## config.mk

```make
export PLATFORM = sky130hd
export DESIGN_NAME = inv_rx_debounce
export DESIGN_NICKNAME = d
export VERILOG_FILES = /design/src/rtl/inv_rx_debounce.sv
export SDC_FILE = /design/constraint.sdc
export NUM_CORES = 1
export LEC_CHECK = 0
export CAP_MARGIN = 15
export CORE_UTILIZATION = 30
export DETAILED_ROUTE_END_ITERATION = 10
export PLACE_DENSITY = 0.6
export SLEW_MARGIN = 10
export SYNTH_ARGS = -nofsm -noshare
export SYNTH_HDL_FRONTEND = slang
export SYNTH_SLANG_ARGS = --single-unit
```

## constraint.sdc

```tcl
create_clock -name clk -period 2.2 [get_ports clk]
set_input_delay 0.33 -clock clk [delete_from_list [all_inputs] [get_ports clk]]
set_output_delay 0.33 -clock clk [all_outputs]
set_load 0.05 [all_outputs]
```

## src/rtl/inv_rx_debounce.sv

```systemverilog
// Receive end of an inverter-driven line: restores polarity, synchronises,
// debounces, and reports level, rise/fall strobes and a glitch count.
//
// Ports:
//   clk, rst_n      clock, asynchronous active-low reset
//   vin             raw asynchronous line from the inverter output
//   en              1: debounce active; 0: hold level, abort any check
//   clr_glitch      synchronous clear of glitch_cnt
//   level           debounced, polarity-restored level
//   rise, fall      1-cycle strobes on a committed 0->1 / 1->0 change
//   busy            high while a change is being qualified
//   glitch_cnt      rejected transitions, saturating at 255
module inv_rx_debounce #(
  parameter int SYNC_STAGES     = 2,
  parameter int DEBOUNCE_CYCLES = 16,
  parameter bit INVERT_IN       = 1'b1,
  localparam int CNT_W = $clog2(DEBOUNCE_CYCLES + 1)
) (
  input  logic       clk,
  input  logic       rst_n,
  input  logic       vin,
  input  logic       en,
  input  logic       clr_glitch,
  output logic       level,
  output logic       rise,
  output logic       fall,
  output logic       busy,
  output logic [7:0] glitch_cnt
);

  typedef enum logic [1:0] {
    IDLE_LO,
    CHK_HI,
    IDLE_HI,
    CHK_LO
  } state_t;

  localparam logic [CNT_W-1:0] CNT_LAST =
    CNT_W'(DEBOUNCE_CYCLES - 1);
  localparam logic [CNT_W-1:0] CNT_ONE = CNT_W'(1);

  // Reset value of the chain is the raw level that means internal 0.
  localparam logic [SYNC_STAGES-1:0] SYNC_RST =
    {SYNC_STAGES{INVERT_IN}};

  logic [SYNC_STAGES-1:0] r_sync;
  state_t                 r_state;
  logic [CNT_W-1:0]       r_cnt;
  logic                   r_level;
  logic                   r_rise;
  logic                   r_fall;
  logic [7:0]             r_glitch;

  logic                   w_s;
  state_t                 w_state_nxt;
  logic [CNT_W-1:0]       w_cnt_nxt;
  logic                   w_level_nxt;
  logic                   w_rise_nxt;
  logic                   w_fall_nxt;
  logic                   w_glitch_inc;

  always_ff @(posedge clk or negedge rst_n) begin
    if (!rst_n) begin
      r_sync <= SYNC_RST;
    end else begin
      r_sync <= {r_sync[SYNC_STAGES-2:0], vin};
    end
  end

  assign w_s = r_sync[SYNC_STAGES-1] ^ INVERT_IN;

  always_comb begin
    w_state_nxt  = r_state;
    w_cnt_nxt    = r_cnt;
    w_level_nxt  = r_level;
    w_rise_nxt   = 1'b0;
    w_fall_nxt   = 1'b0;
    w_glitch_inc = 1'b0;
    if (!en) begin
      w_state_nxt = r_level ? IDLE_HI : IDLE_LO;
      w_cnt_nxt   = '0;
    end else begin
      unique case (r_state)
        IDLE_LO: begin
          if (w_s) begin
            w_state_nxt = CHK_HI;
            w_cnt_nxt   = CNT_ONE;
          end
        end
        CHK_HI: begin
          if (!w_s) begin
            w_state_nxt  = IDLE_LO;
            w_cnt_nxt    = '0;
            w_glitch_inc = 1'b1;
          end else if (r_cnt == CNT_LAST) begin
            w_state_nxt = IDLE_HI;
            w_cnt_nxt   = '0;
            w_level_nxt = 1'b1;
            w_rise_nxt  = 1'b1;
          end else begin
            w_cnt_nxt = r_cnt + CNT_ONE;
          end
        end
        IDLE_HI: begin
          if (!w_s) begin
            w_state_nxt = CHK_LO;
            w_cnt_nxt   = CNT_ONE;
          end
        end
        CHK_LO: begin
          if (w_s) begin
            w_state_nxt  = IDLE_HI;
            w_cnt_nxt    = '0;
            w_glitch_inc = 1'b1;
          end else if (r_cnt == CNT_LAST) begin
            w_state_nxt = IDLE_LO;
            w_cnt_nxt   = '0;
            w_level_nxt = 1'b0;
            w_fall_nxt  = 1'b1;
          end else begin
            w_cnt_nxt = r_cnt + CNT_ONE;
          end
        end
        default: begin
          w_state_nxt = IDLE_LO;
          w_cnt_nxt   = '0;
          w_level_nxt = 1'b0;
        end
      endcase
    end
  end

  always_ff @(posedge clk or negedge rst_n) begin
    if (!rst_n) begin
      r_state <= IDLE_LO;
      r_cnt   <= '0;
      r_level <= 1'b0;
      r_rise  <= 1'b0;
      r_fall  <= 1'b0;
    end else begin
      r_state <= w_state_nxt;
      r_cnt   <= w_cnt_nxt;
      r_level <= w_level_nxt;
      r_rise  <= w_rise_nxt;
      r_fall  <= w_fall_nxt;
    end
  end

  // Clear has priority over a same-cycle abort.
  always_ff @(posedge clk or negedge rst_n) begin
    if (!rst_n) begin
      r_glitch <= '0;
    end else if (clr_glitch) begin
      r_glitch <= '0;
    end else if (w_glitch_inc && r_glitch != 8'hFF) begin
      r_glitch <= r_glitch + 8'd1;
    end
  end

  assign level      = r_level;
  assign rise       = r_rise;
  assign fall       = r_fall;
  assign busy       = (r_state == CHK_HI) || (r_state == CHK_LO);
  assign glitch_cnt = r_glitch;

endmodule
```

After elaboration in Yosys (flattened, before gate mapping)

Index checks and enable logic that the tools add are counted.

$add $sub $neg: 2
Reductions and logical operators: 8
Eq/ne operators: 13
Mux-type cells: 34

Operators by type and width:

| cell                                          | number |
|---|---|
| two-way mux 5 bit                             | 6 |
| case mux 5 bit (4 select lines)               | 1 |
| two-way mux 2 bit                             | 8 |
| two-way mux 8 bit                             | 2 |
| two-way mux 1 bit                             | 14 |
| adder 8 x 1 -> 8 bit, second input constant   | 1 |
| != test 2 bit, second input constant          | 4 |
| != test 4 bit, second input constant          | 2 |
| != test 8 bit, second input constant          | 1 |
| case mux 2 bit (4 select lines)               | 1 |
| != test 3 bit, second input constant          | 2 |
| AND reduction 6 bit                           | 1 |
| adder 5 x 1 -> 5 bit, second input constant   | 1 |
| == test 5 x 4 -> 1 bit, second input constant | 1 |
| == test 2 bit, second input constant          | 2 |
| case mux 1 bit (2 select lines)               | 2 |
| AND reduction 4 bit                           | 1 |
| nonzero test 2 bit                            | 2 |
| == test 2 x 1 -> 1 bit, second input constant | 1 |
| zero test 2 bit                               | 1 |
| AND reduction 2 bit                           | 1 |
| logical AND 1 bit                             | 1 |
| logical OR 1 bit                              | 1 |

Register bits: 20
Output and inout bits: 12
Logic and storage cells: 64
Input port bits: 5

Depth between registers and ports, before layout

Depth in word-level cells: 6
Gate-level depth with buffers: 5
Mapped depth without buffers: 5

Worst setup path after synthesis

OpenSTA, ideal clock, no wires.

Path type: register to register
Start point: register r_glitch[0] (netlist: glitch_cnt[0])
End point: register r_glitch[5] (netlist: glitch_cnt[5])
Setup time: 0.078 ns
Arrival: 1.738 ns
Stages on the path, launching flop included: 5
Path buffers: 0
Clock period less this slack: 1.816 ns
Data required time: 2.122 ns
Setup slack: 0.384 ns
Cells stage by stage: dfrtp_1 nand3_1 or3_4 or4_1 a21oi_1

Cells in the longest elaborated chain, start to end: 3
Elaborated cells between the ends (all ways): 6
Those cells by class: add/sub (1); eq/ne (1); mux (2); reduce/logical (2)

Ends and longest elaborated chain:

| element                                                        | line     | RTL |
|---|---|---|
| from (decl)                                                    | 52       | `logic [7:0] r_glitch;` |
| from (signal assigned)                                         | 156      | `r_glitch <= r_glitch + 8'd1;` |
| adder 8 x 1 -> 8 bit / != test 8 bit (equally long branches)   | 156, 155 |  |
| two-way mux 8 bit / logical AND 1 bit (equally long branches)  | 155      | `end else if (w_glitch_inc && r_glitch != 8'hFF) begin` |
| two-way mux 8 bit / nonzero test 2 bit (equally long branches) | n/a      |  |

Parallel ways exist; a longest one is shown, timed or not. The select of a mux whose other input is x is not followed.
A chain may end at the register's enable or synchronous reset.

Final worst setup path

Start point: register r_sync[1]
End point: register r_glitch[5] (netlist: glitch_cnt[5])

Cells in the longest elaborated chain, start to end: 5
Elaborated cells between the ends (all ways): 6
Those cells by class: mux (4); reduce/logical (2)

Ends and longest elaborated chain:

| element                                     | line    | RTL |
|---|---|---|
| from (decl)                                 | 46      | `logic [SYNC_STAGES-1:0] r_sync;` |
| from (signal assigned)                      | 66      | `r_sync <= {r_sync[SYNC_STAGES-2:0], vin};` |
| two-way mux 1 bit, on equally long branches | 111, 91 |  |
| case mux 1 bit (2 select lines) (*)         | 83      | `unique case (r_state)` |
| two-way mux 1 bit (*)                       | 79      | `if (!en) begin` |
| logical AND 1 bit (*)                       | 155     |  |
| nonzero test 2 bit (no line) (*)            | n/a     |  |

Every way passes the cells marked *; elsewhere a longest branch is shown, timed or not.

==> results.md <==
Place:
- Detailed placement finished with a half-perimeter wire length of about 1600 um.
- The instance area after placement is about 0.0012 mm^2.
- The quantity of I/O buffers inserted on ports is 16.
- The weighted congestion at the end of routability-driven global placement is 0.7132.

Cells and area:
- The post-route cell area is approximately 0.0012 mm^2.
- After the last flow step, the layout net total stands at roughly 130.
- The count of antenna diodes in the layout is 0.
- Of the cells placed in the final design, the portion with a size suffix greater than 1 is 10.08%.
- The filler cells instantiated in the layout total between 300 and 400.
- The area added between synthesis and finish is 24.97%.

Yosys:
- Synthesis inferred 20 register bits.
- The fraction of registers with async set/reset is 100.0%.
- The number of distinct library cell variants in the gate-level netlist after synthesis is 35.
- For this run, the leading register cell type out of synthesis is sky130_fd_sc_hd__dfrtp_1.
- The post-synthesis area per instance is about 10 um^2.
- The cell area after synthesis is 997.2 um^2.
- In the synthesized netlist, the number of instances is 100.
- In this run, synthesis inferred 0 flip-flops with an integrated enable.
- Yosys attributes the largest share of cell area to sky130_fd_sc_hd__dfrtp_1, sky130_fd_sc_hd__dfstp_2, sky130_fd_sc_hd__mux2i_1.
- The number of nets handed over by synthesis was 107.
- The most area-hungry cell type in the Yosys netlist is sky130_fd_sc_hd__dfrtp_1.
- The synthesized design devotes to its leading area cell type a little under half of total area.
- The sequential fraction of the synthesis area is around half.
- The count of synthesis-stage warnings from yosys is 0.

STA:
- Setup violations remaining at the end of the flow were counted as 0.
- The worst clock skew is 0.01170 ns.
- The count of final max-slew check failures is 0.
- Timing would allow up to roughly 520 MHz.
- The worst path uses about nine tenths of the clock period.
- For the final routed database, the setup TNS stands at 0 ns.
- The count of final hold-check violations is 0.
- The actual slew at the worst max-slew pin is approximately 0.50 ns.
- The smallest clock period supported by the final layout is computed as 1.939 ns.
- The headroom to the max-slew limit is about two thirds.
- Setup repair after global routing left no endpoint under its margin.

Global route:
- The overflow left after global routing is 0.
- The aggregate global-route resource usage is between 10% and 20%.
- The via count of the first global-routing pass came to ~840.
- The first global-routing pass estimated about 3700 um of wire.
- The number of antenna violations at the first check in global routing was 0.
- The pin count of the biggest net entering global routing is 13.

Worst setup path:
- The critical path starts at r_sync[1].
- The reg-to-reg startpoint is r_sync[1].
- In this design, the stage delay of the slowest critical-path cell is 0.62 ns.
- Of all nets on the critical path, the largest fanout is 8.
- The required time of the critical path is around 2.4 ns.
- The setup path with the least slack is of type flip-flop to flip-flop.
- STA classifies the critical path endpoint as a flip-flop.
- The family of cells with the greatest summed delay on the critical path is simple AND/OR/NAND/NOR gates.
- The startpoint type of the worst setup path is a flip-flop.
- Counting both buffers and inverters, the worst setup path holds a total of 0.
- The endpoint arrival time on the critical path is ~2.2 ns.
- The number of cells traversed by the worst register-to-register path is 4.
- Walking the worst path, the cells encountered are xnor2_2, or3_4, or4_1, a21oi_1.
- For this design, the slowest cell found on the critical path is sky130_fd_sc_hd__dfstp_2.
- The critical path runs through a total of 4 cells.

Clock network:
- The clock reaches the later pin of the worst-skew pair after 0.30 ns.
- The cell chosen for the clock root is sky130_fd_sc_hd__clkbuf_4.
- The TritonCTS clock tree is built.
- The number of hold buffers added after CTS was 0.
- The number of clock sinks seen by CTS is 20.
- Once the clock tree was built, the setup fixing pass inserted 0 buffers.
- The clock passes through at most 2 buffers.
- The post-cts sizing count is 0.
- The number of levels the H-tree was split into is 1.
- Clock-pin slew was measured on the worst setup and hold paths at 0.11 ns.
- Clock tree synthesis inserted a total of 3 buffers.

Pwr:
- Dividing total power by cell area gives a power density of just under 500 mW/mm^2.
- Across the VDD grid, the largest voltage drop is between 0.0001 and 0.00015 V.
- The leakage power total is 0.5131 nW.

Floorplanning:
- The placeable core region is ~0.0031 mm^2.
- The die outline area is 0.003559 mm^2.
- In this run the core area contains 20 standard-cell rows.
- For this design the top-level I/O count stands at 17.
- For this configuration, the core starts out at a cell density of roughly a third.
- The height of the chip is slightly below 60 um.
- The die boundary width is between 50 and 60 um.

Route:
- The first-pass iteration count of the detailed router is 4.
- For this run, design rule violations remaining after detail routing come to 0.
- The average vias per placed instance is between 4 and 5.
- The violation count after the first detailed-routing iteration is 19.
- The wire length reported by the detailed router is roughly 2000 um.
- Dividing the detail-routed wire length by the instance count gives between 10 and 15 um.
- The number of vias after detailed routing is 791.
- The detail route stage leaves a number of antenna-violating nets equal to 0.

Outcome:
- The run finished with clean final reports.

Min path:
- The worst hold path belongs to the class input pin to asynchronous set/reset pin.

Flow run:
- The max-capacitance violation count is 0.
sequential cells by signal, indices dropped and copies added, names as in the netlist, named ones only:
signal	flops
glitch_cnt	8
fall	1
r_cnt	5
rise	1
r_sync	2
r_state	1
level	1
path summary, 6_finish.rpt:
kind                                 endpoint  slack, ns
worst min-delay path               r_state[0]       0.30
min in group clk                    r_sync[1]       0.36
worst max-delay path            glitch_cnt[5]       0.26
max in group asynchronous       glitch_cnt[3]       1.38
worst max register to register  glitch_cnt[5]       0.26
worst min register to register      r_sync[1]       0.36
placed cells by master (no fill, tap or decap), types with 2 or more instances in the layout:
master	synthesis	routed
sky130_fd_sc_hd__a211oi_1	2	2
sky130_fd_sc_hd__a21oi_1	2	2
sky130_fd_sc_hd__and2_1	2	2
sky130_fd_sc_hd__and3_1	2	2
sky130_fd_sc_hd__buf_4	2	5
sky130_fd_sc_hd__clkbuf_4	0	3
sky130_fd_sc_hd__clkdlybuf4s50_1	0	16
sky130_fd_sc_hd__dfrtp_1	18	18
sky130_fd_sc_hd__dfstp_2	2	2
sky130_fd_sc_hd__ha_1	2	2
sky130_fd_sc_hd__inv_1	3	3
sky130_fd_sc_hd__mux2i_1	4	4
sky130_fd_sc_hd__nand2_1	8	8
sky130_fd_sc_hd__nand3_1	8	8
sky130_fd_sc_hd__nor2_1	9	9
sky130_fd_sc_hd__nor2b_1	2	2
sky130_fd_sc_hd__nor3_1	4	4
sky130_fd_sc_hd__o21ai_0	7	7
sky130_fd_sc_hd__xor2_1	3	3
through the flow:
stage                     power [W]  instances  util [%]  worst slack (ns)  hold WS (ns)
after global routing      0.0006507        163     40.16            0.1902        0.3032
after global placement    0.0004394        159     39.31            0.2046        0.3481
after floorplan           0.0004128        100         -            0.3840       0.03441
final                     0.0006124        163     40.16            0.2611        0.2959
after CTS                 0.0006258        163     40.16            0.2566        0.2957
after detailed placement  0.0004406        159     39.31            0.1248        0.3512
final cells by class:
cell class | count | area (um^2) | area share, %
Sequential cell | 20 | 503.0 | 40.36
Clock buffer | 4 | 26.28 | 2.108
Timing Repair Buffer | 21 | 197.7 | 15.86
Multi-Input combinational cell | 71 | 452.9 | 36.35
Inverter | 3 | 11.26 | 0.9036
Tap cell | 44 | 55.05 | 4.418
worst register-to-register path, delay by kind of cell (launching register included):
kind | cells | cell delay [ns]
AND/OR/NAND/NOR | 2 | 0.92
flip-flops | 1 | 0.62
AO/OA/AOI/OAI | 1 | 0.18
XOR/XNOR | 1 | 0.15
routing by layer:
layer | vias up | global-route usage, % | routed length [um]
met4 | 0 | 8.306 | 42
li1 | 391 | - | -
met3 | 4 | 2.814 | 75
met5 | - | 0 | 0
met1 | 381 | 16.96 | 930
met2 | 15 | 22.70 | 1001
cell families after synthesis:
group	synth area share, %
AND/OR/NAND/NOR	23.46
flip-flops	50.44
AO/OA/AOI/OAI	10.29
buffers and inverters	4.140
XOR/XNOR	5.145
multiplexers	4.015
adder cells (fa/ha/maj)	2.509
power breakdown:
group	internal, W	switching (W)	total, W
sequential	0.000374	0.00000596	0.000380
clock	0.0000706	0.000109	0.000180
combinational	0.0000220	0.0000303	0.0000524
cells in the mapped netlist, types with 2 or more instances:
cell type,count
sky130_fd_sc_hd__inv_1,3
sky130_fd_sc_hd__nor2b_1,2
sky130_fd_sc_hd__dfstp_2,2
sky130_fd_sc_hd__xor2_1,3
sky130_fd_sc_hd__nand3_1,8
sky130_fd_sc_hd__and3_1,2
sky130_fd_sc_hd__o21ai_0,7
sky130_fd_sc_hd__nor3_1,4
sky130_fd_sc_hd__buf_4,2
sky130_fd_sc_hd__clkbuf_1,3
sky130_fd_sc_hd__and2_1,2
sky130_fd_sc_hd__nor2_1,9
sky130_fd_sc_hd__mux2i_1,4
sky130_fd_sc_hd__a211oi_1,2
sky130_fd_sc_hd__dfrtp_1,18
sky130_fd_sc_hd__nand2_1,8
sky130_fd_sc_hd__a21oi_1,2
sky130_fd_sc_hd__ha_1,2
No activity file was read; power rests on OpenSTA's default activity.
